==> config.mk <==
export PLATFORM = sky130hd
export DESIGN_NAME = mem_arbiter
export DESIGN_NICKNAME = d
export VERILOG_FILES = /design/src/rtl/mem_arbiter.sv
export SDC_FILE = /design/constraint.sdc
export NUM_CORES = 1
export LEC_CHECK = 0
export ABC_AREA = 1
export CORE_MARGIN = 1
export CORE_UTILIZATION = 42
export CTS_BUF_LIST = sky130_fd_sc_hd__clkbuf_8
export DETAILED_ROUTE_END_ITERATION = 8
export GPL_ROUTABILITY_DRIVEN = 0
export PLACE_DENSITY = 0.83
export SLEW_MARGIN = 25
export SYNTH_ARGS = -nofsm -noshare
export SYNTH_HDL_FRONTEND = slang
export SYNTH_SLANG_ARGS = --single-unit
export TNS_END_PERCENT = 10
==> constraint.sdc <==
create_clock -name CLK -period 1.5 [get_ports CLK]
set_clock_uncertainty 0.05 [all_clocks]
set_input_delay 0.15 -clock CLK [delete_from_list [all_inputs] [get_ports CLK]]
set_output_delay 0.15 -clock CLK [all_outputs]
set_load 0.01 [all_outputs]
==> src/rtl/mem_arbiter.sv <==
// Serialises instruction and data cache requests onto one variable-latency RAM port.
// Optional anti-starvation guard for instruction fetches: define STARVE_GUARD_EN.
module mem_arbiter #(
    parameter int unsigned WORD_W       = 32,
    parameter int unsigned STARVE_LIMIT = 4
) (
    input  logic              CLK,
    input  logic              RST,
    input  logic              iREN,
    input  logic [WORD_W-1:0] iaddr,
    input  logic              dREN,
    input  logic              dWEN,
    input  logic [WORD_W-1:0] daddr,
    input  logic [WORD_W-1:0] dstore,
    output logic              iwait,
    output logic              dwait,
    output logic [WORD_W-1:0] iload,
    output logic [WORD_W-1:0] dload,
    output logic              ramREN,
    output logic              ramWEN,
    output logic [WORD_W-1:0] ramaddr,
    output logic [WORD_W-1:0] ramstore,
    input  logic [WORD_W-1:0] ramload,
    input  logic              ramready
);

    typedef enum logic [2:0] {IDLE, DBUSY, IBUSY, DDONE, IDONE} state_t;

    state_t            state_q, state_d;
    logic              iwait_q, iwait_d;
    logic              dwait_q, dwait_d;
    logic [WORD_W-1:0] iload_q, iload_d;
    logic [WORD_W-1:0] dload_q, dload_d;
    logic              ramREN_q, ramREN_d;
    logic              ramWEN_q, ramWEN_d;
    logic [WORD_W-1:0] ramaddr_q, ramaddr_d;
    logic [WORD_W-1:0] ramstore_q, ramstore_d;

    logic dreq;
    logic instr_first;
    logic grant_d, grant_i;

    assign dreq    = dREN | dWEN;
    assign grant_d = (state_q == IDLE) && (state_d == DBUSY);
    assign grant_i = (state_q == IDLE) && (state_d == IBUSY);

`ifdef STARVE_GUARD_EN
    localparam int unsigned CNT_W = (STARVE_LIMIT < 1) ? 1 : $clog2(STARVE_LIMIT + 1);

    logic [CNT_W-1:0] starve_q, starve_d;

    assign instr_first = iREN && (starve_q == CNT_W'(STARVE_LIMIT));

    // Counts data grants that overtook a waiting fetch; any fetch grant clears it.
    always_comb begin
        starve_d = starve_q;
        if (grant_i) begin
            starve_d = '0;
        end else if (grant_d && iREN && (starve_q < CNT_W'(STARVE_LIMIT))) begin
            starve_d = starve_q + 1'b1;
        end
    end

    always_ff @(posedge CLK) begin
        if (RST) begin
            starve_q <= '0;
        end else begin
            starve_q <= starve_d;
        end
    end
`else
    assign instr_first = 1'b0;
`endif

    always_ff @(posedge CLK) begin
        if (RST) begin
            state_q    <= IDLE;
            iwait_q    <= 1'b1;
            dwait_q    <= 1'b1;
            iload_q    <= '0;
            dload_q    <= '0;
            ramREN_q   <= 1'b0;
            ramWEN_q   <= 1'b0;
            ramaddr_q  <= '0;
            ramstore_q <= '0;
        end else begin
            state_q    <= state_d;
            iwait_q    <= iwait_d;
            dwait_q    <= dwait_d;
            iload_q    <= iload_d;
            dload_q    <= dload_d;
            ramREN_q   <= ramREN_d;
            ramWEN_q   <= ramWEN_d;
            ramaddr_q  <= ramaddr_d;
            ramstore_q <= ramstore_d;
        end
    end

    always_comb begin
        state_d = state_q;
        case (state_q)
            IDLE: begin
                if (instr_first) begin
                    state_d = IBUSY;
                end else if (dreq) begin
                    state_d = DBUSY;
                end else if (iREN) begin
                    state_d = IBUSY;
                end
            end
            DBUSY:        if (ramready) state_d = DDONE;
            IBUSY:        if (ramready) state_d = IDONE;
            DDONE, IDONE: state_d = IDLE;
            default:      state_d = IDLE;
        endcase
    end

    // Outputs are registered, so their next values are derived from the next state.
    always_comb begin
        iwait_d    = (state_d != IDONE);
        dwait_d    = (state_d != DDONE);
        iload_d    = iload_q;
        dload_d    = dload_q;
        ramREN_d   = ramREN_q;
        ramWEN_d   = ramWEN_q;
        ramaddr_d  = ramaddr_q;
        ramstore_d = ramstore_q;

        if (grant_d) begin
            ramaddr_d  = daddr;
            ramstore_d = dstore;
            ramWEN_d   = dWEN;
            ramREN_d   = ~dWEN;
        end else if (grant_i) begin
            ramaddr_d = iaddr;
            ramREN_d  = 1'b1;
            ramWEN_d  = 1'b0;
        end

        if (ramready && ((state_q == DBUSY) || (state_q == IBUSY))) begin
            ramREN_d = 1'b0;
            ramWEN_d = 1'b0;
            if (state_q == IBUSY) begin
                iload_d = ramload;
            end else if (ramREN_q) begin
                dload_d = ramload;
            end
        end
    end

    assign iwait    = iwait_q;
    assign dwait    = dwait_q;
    assign iload    = iload_q;
    assign dload    = dload_q;
    assign ramREN   = ramREN_q;
    assign ramWEN   = ramWEN_q;
    assign ramaddr  = ramaddr_q;
    assign ramstore = ramstore_q;

endmodule

# Yosys cells after proc, flatten, opt, wreduce, memory -nomap -nowiden

Index checks and enable logic that the tools add are counted.
Widths: inputs -> output; s select.

Register bits: 135
Input port bits: 134
Output and inout bits: 132
Word-level logic and storage cells: 38

Equal/unequal tests: 6
Multiplexer cells: 11
Bitwise gates (word level): 3
Reduce and logical (&&, ||, !) cells: 9

Operators by type and width:

| kind               | count |
|---|---|
| $mux 32            | 2 |
| $mux 3             | 4 |
| $pmux 3 s3         | 1 |
| $eq 3x1->1 const B | 2 |
| $eq 3x2->1 const B | 2 |
| $mux 1             | 4 |
| $logic_and 1x1->1  | 3 |
| $logic_not 3->1    | 1 |
| $ne 3x2->1 const B | 1 |
| $ne 3x3->1 const B | 1 |
| $reduce_and 3->1   | 1 |
| $not 1->1          | 2 |
| $reduce_and 2->1   | 1 |
| $reduce_bool 2->1  | 1 |
| $reduce_or 2->1    | 1 |
| $logic_or 1x1->1   | 1 |
| $or 1x1->1         | 1 |

# Logic depth before layout (Yosys ltp)

Depth in word-level cells: 7
Gate-level depth with buffers: 8
Gate-level depth less buffers: 7

# Worst setup path before layout

Ideal clock, no wire load.

Path type: register to register
From: register state_q[1]
To: register ramaddr_q[24] (netlist: ramaddr[24])
Library setup time: 0.116 ns
Arrival: 1.127 ns
Data required time: 1.334 ns
Slack: 0.207 ns
Stages on the path, launching flop included: 9
Path buffers: 2
Period minus slack after synthesis: 1.293 ns
Path through: dfxtp_1 nor2_4 nand2_1 a21oi_2 buf_4 buf_6 nand2_1 nor2_1 nor2_1

Longest elaborated chain between the ends: 6
Elaborated cells between the ends (all ways): 14
Classes of those cells: eq/ne (4); mux (6); reduce/logical (4)

RTL lines:

| what                                                | line   | RTL |
|---|---|---|
| start: declaration                                  | 29     | `state_t state_q, state_d;` |
| start signal: assignment                            | 87     | `state_q <= state_d;` |
| $mux 3                                              | 107    | `end else if (iREN) begin` |
| $mux 3                                              | 105    | `end else if (dreq) begin` |
| $pmux 3 s3                                          | 101    | `case (state_q)` |
| $eq 3x1->1 / $eq 3x2->1 (equally long branches)     | 44, 45 |  |
| $logic_and 1x1->1 (on tied branches)                | 44, 45 |  |
| $mux 32 / $reduce_bool 2->1 (equally long branches) | -      |  |
| end signal: assignment                              | 94     | `ramaddr_q <= ramaddr_d;` |
| end: declaration                                    | 36     | `logic [WORD_W-1:0] ramaddr_q, ramaddr_d;` |

Several ways; a longest one is shown, not always the timed one.
A chain may end at the register's enable or synchronous reset.

# Worst setup path in the final report

From: register state_q[1]
To: register ramaddr_q[31] (netlist: ramaddr[31])

The elaborated chain is that of the path after synthesis.

==> metrics.md <==
| Metric | Value |
|---|---|
| R2R setup slack | `0.02 ns` |
| Area Overhead vs Synth | `63.0%` |
| # hold bufs at CTS | `0` |
| Post-route cell area | `8820 µm²` |
| Initial Util | `43.1%` |
| Clk_lat worst skew | `0.44 ns` |
| Number of synthesized register bits | `between 100 and 150` |
| RSZ-0062 raised after global routing | `yes` |
| Worst-path cell chain | `nor2_4 -> nand2_2 -> a21oi_4 -> buf_12 -> clkbuf_16 -> nand2_1 -> nor2_1 -> nor2_1` |
| Slew HR | `76.1%` |
| Non-filler instance count after layout | `between 1000 and 1500` |
| Clock tree sinks | `135` |
| Fill count | `1100` |
| Aggregate routed wire length | `17300 µm` |
| Tcrit/Tclk final | `98.7%` |
| Row count | `41` |
| Reg-to-reg endpoint | `ramaddr[31]` |
| Post-synthesis cell type count | `21` |
| Placed cell count | `1185` |
| Bufs on Longest Clock Path | `2` |
| Vias in the first global route | `5095` |
| Total Routing Usage GR | `24.1%` |
| Cell area after synthesis | `about 5400 µm²` |
| Remaining DRCs | `0` |
| CP endpoint kind | `flip-flop` |
| CTS tree | `done` |
| Worst-Margin Slew | `0.358 ns` |
| Final Hold Vio Count | `0` |
| Vias per inst | `4.69` |
| Layout cells sized above 1 | `8.65%` |
| HPWL Detailed | `11500 µm` |
| CP max-delay cell | `dfxtp_4` |
| # IOs | `266` |
| Initial antenna violation count | `0` |
| Yosys Warn Count | `0` |
| Crit path buffers/inverters | `2` |
| Final Setup Violations | `0` |
| CTS clock-pin slew for the worst setup and hold paths | `~0.070 ns` |
| Antenna Nets Post-Route | `0` |
| H-tree depth | `4` |
| Finished Core Util | `70.2%` |
| Hold Path Class | `in -> reg` |
| Avg Cell Area, Syn | `between 7 and 8 µm²` |
| TritonRoute pass-1 iters | `6` |
| Cells after Synth | `slightly below 800` |
| Critical Path AT | `1.77 ns` |
| Port Buffers | `265` |
| Critical path launch point type | `flip-flop` |
| CTS Buf Count | `17` |
| Final Critical Period | `1.48 ns` |
| Via count | `5745` |
| Slowest cell delay on critical path | `0.37 ns` |
| WS Path Type | `reg -> reg` |
| Overflow after GRT | `0` |
| Clk Tree Root Cell | `clkbuf_8` |
| R2R depth | `8` |
| R2r startpoint | `state_q[1]` |
| # diodes | `0` |
| Sequential share of the synthesized area | `between 40% and 50%` |
| Most used cell, CP | `nor2_1` |
| Power Density | `roughly 1100 nW/µm²` |
| Die ar. | `13300 µm²` |
| WP depth | `8` |
| Slew Limit Fails | `0` |
| Die Span X | `approximately 120 µm` |
| Placed cell area | `between 8000 and 9000 µm²` |
| Fmax | `0.675 GHz` |
| Largest net degree at the start of global routing | `66` |
| Core box area | `12600 µm²` |
| First-pass GRT wire length | `about 24000 µm` |
| Delay-heaviest family, CP | `simple AND/OR/NAND/NOR gates` |
| Mapped Nets | `904` |
| 1st-iter DRT viols | `~350` |
| Maxcap violations | `0` |
| Critical path peak fanout | `16` |
| Final #Nets | `1174` |
| Die Y | `116 µm` |
| End of the critical path | `ramaddr[31]` |
| Status | `completed` |
| Critical Path RT | `1.79 ns` |
| Leak pwr | `4.39 nW` |
| Peak supply drop | `692 µV` |
| Crit. Startpoint | `state_q[1]` |
| Avg WL per Cell | `about 14 µm` |
## Yosys cell counts, drive strengths merged
cell type / n / area share (%)
a21oi: 68 / 6.4
buf: 39 / 4.3
clkbuf: 10 / 0.72
dfxtp: 135 / 50
inv: 76 / 5.3
nand2: 203 / 14
nand3: 36 / 3.4
nand4: 1 / 0.12
nor2: 136 / 9.7
o21ai: 66 / 6.1
## cell usage in the layout (no fill, tap or decap), drive strengths merged
cell type	n
bufinv	3
inv	78
nor2	136
dfxtp	135
buf	30
dlygate4sd2	132
a21oi	68
nand3	36
nand4	1
clkinvlp	2
clkinv	3
clkbuf	26
clkdlybuf4s50	133
o21ai	66
nand2	203
## cells by family after synthesis
logic type	Yosys count	synth area share (%)
AO/OA/AOI/OAI	134	12.5
buffers and inverters	125	10.3
flip-flops	135	49.9
AND/OR/NAND/NOR	376	27.3
## layout make-up
type / instances / area [µm²] / area share [%]
clock inverter: 10 / 128 / 1.45
timing repair buffer: 300 / 2980 / 33.8
tap: 172 / 215 / 2.44
inverter: 76 / 288 / 3.26
sequential: 135 / 2710 / 30.7
clock buffer: 21 / 289 / 3.28
multi-input combinational: 510 / 2220 / 25.1
## flip-flops by register name, indices dropped and copies added (netlist names)
name	cells
dload	32
iwait	1
dwait	1
ramWEN	1
iload	32
state_q	3
ramREN	1
ramstore	32
ramaddr	32
## layer usage
layer	wire, µm	GRT usage (%)	vias to the layer above
met4	552	13.7	0
met3	1660	10.9	40
met2	8150	40.0	232
met5	0	0	-
li1	-	-	2920
met1	6900	25.3	2553
## power breakdown
part | internal, W | switching [W] | total, W
clock network | 0.00179 | 0.00137 | 0.00316
registers | 0.00384 | 0.000134 | 0.00398
logic | 0.00107 | 0.00112 | 0.00219
## tightest hold or removal path: cells and delay by family
family	cells	cell delay (ns)
compound gates	1	0.05
simple gates	1	0.06
buf+inv	1	0.39
## what timing repair did
action,in CTS,in global routing
setup endpoints to repair,155,70
pin swaps,1,16
gates resized for setup,133,22
setup buffers,0,1
cloned,0,7
## per-stage QoR
step | TNS (ns) | worst slack, ns | power, W | hold slack, ns
after global routing | -1.12 | -0.0523 | 0.00976 | 0.199
after detailed placement | -11.25 | -0.215 | 0.00618 | 0.397
final | 0 | 0.0189 | 0.00933 | 0.206
after CTS | 0 | 0.00838 | 0.00916 | 0.174
after global placement | -8.75 | -0.162 | 0.00615 | 0.388
after floorplan | 0 | 0.207 | 0.00505 | 0.243
## worst min path at each step
| stage | from | end | slack [ns] | cells past startpoint |
|---|---|---|---|---|
| after floorplan | dstore[0] | ramstore[0] | 0.24 | 2 |
| after global placement | iload[8] | iload[8] | 0.39 | 2 |
| after detailed placement | iload[8] | iload[8] | 0.40 | 2 |
| after CTS | dstore[8] | ramstore[8] | 0.17 | 3 |
| after global routing | dstore[25] | ramstore[25] | 0.20 | 3 |
| final | dstore[17] | ramstore[17] | 0.21 | 3 |
Note: power is estimated with default switching activity, not from simulation.
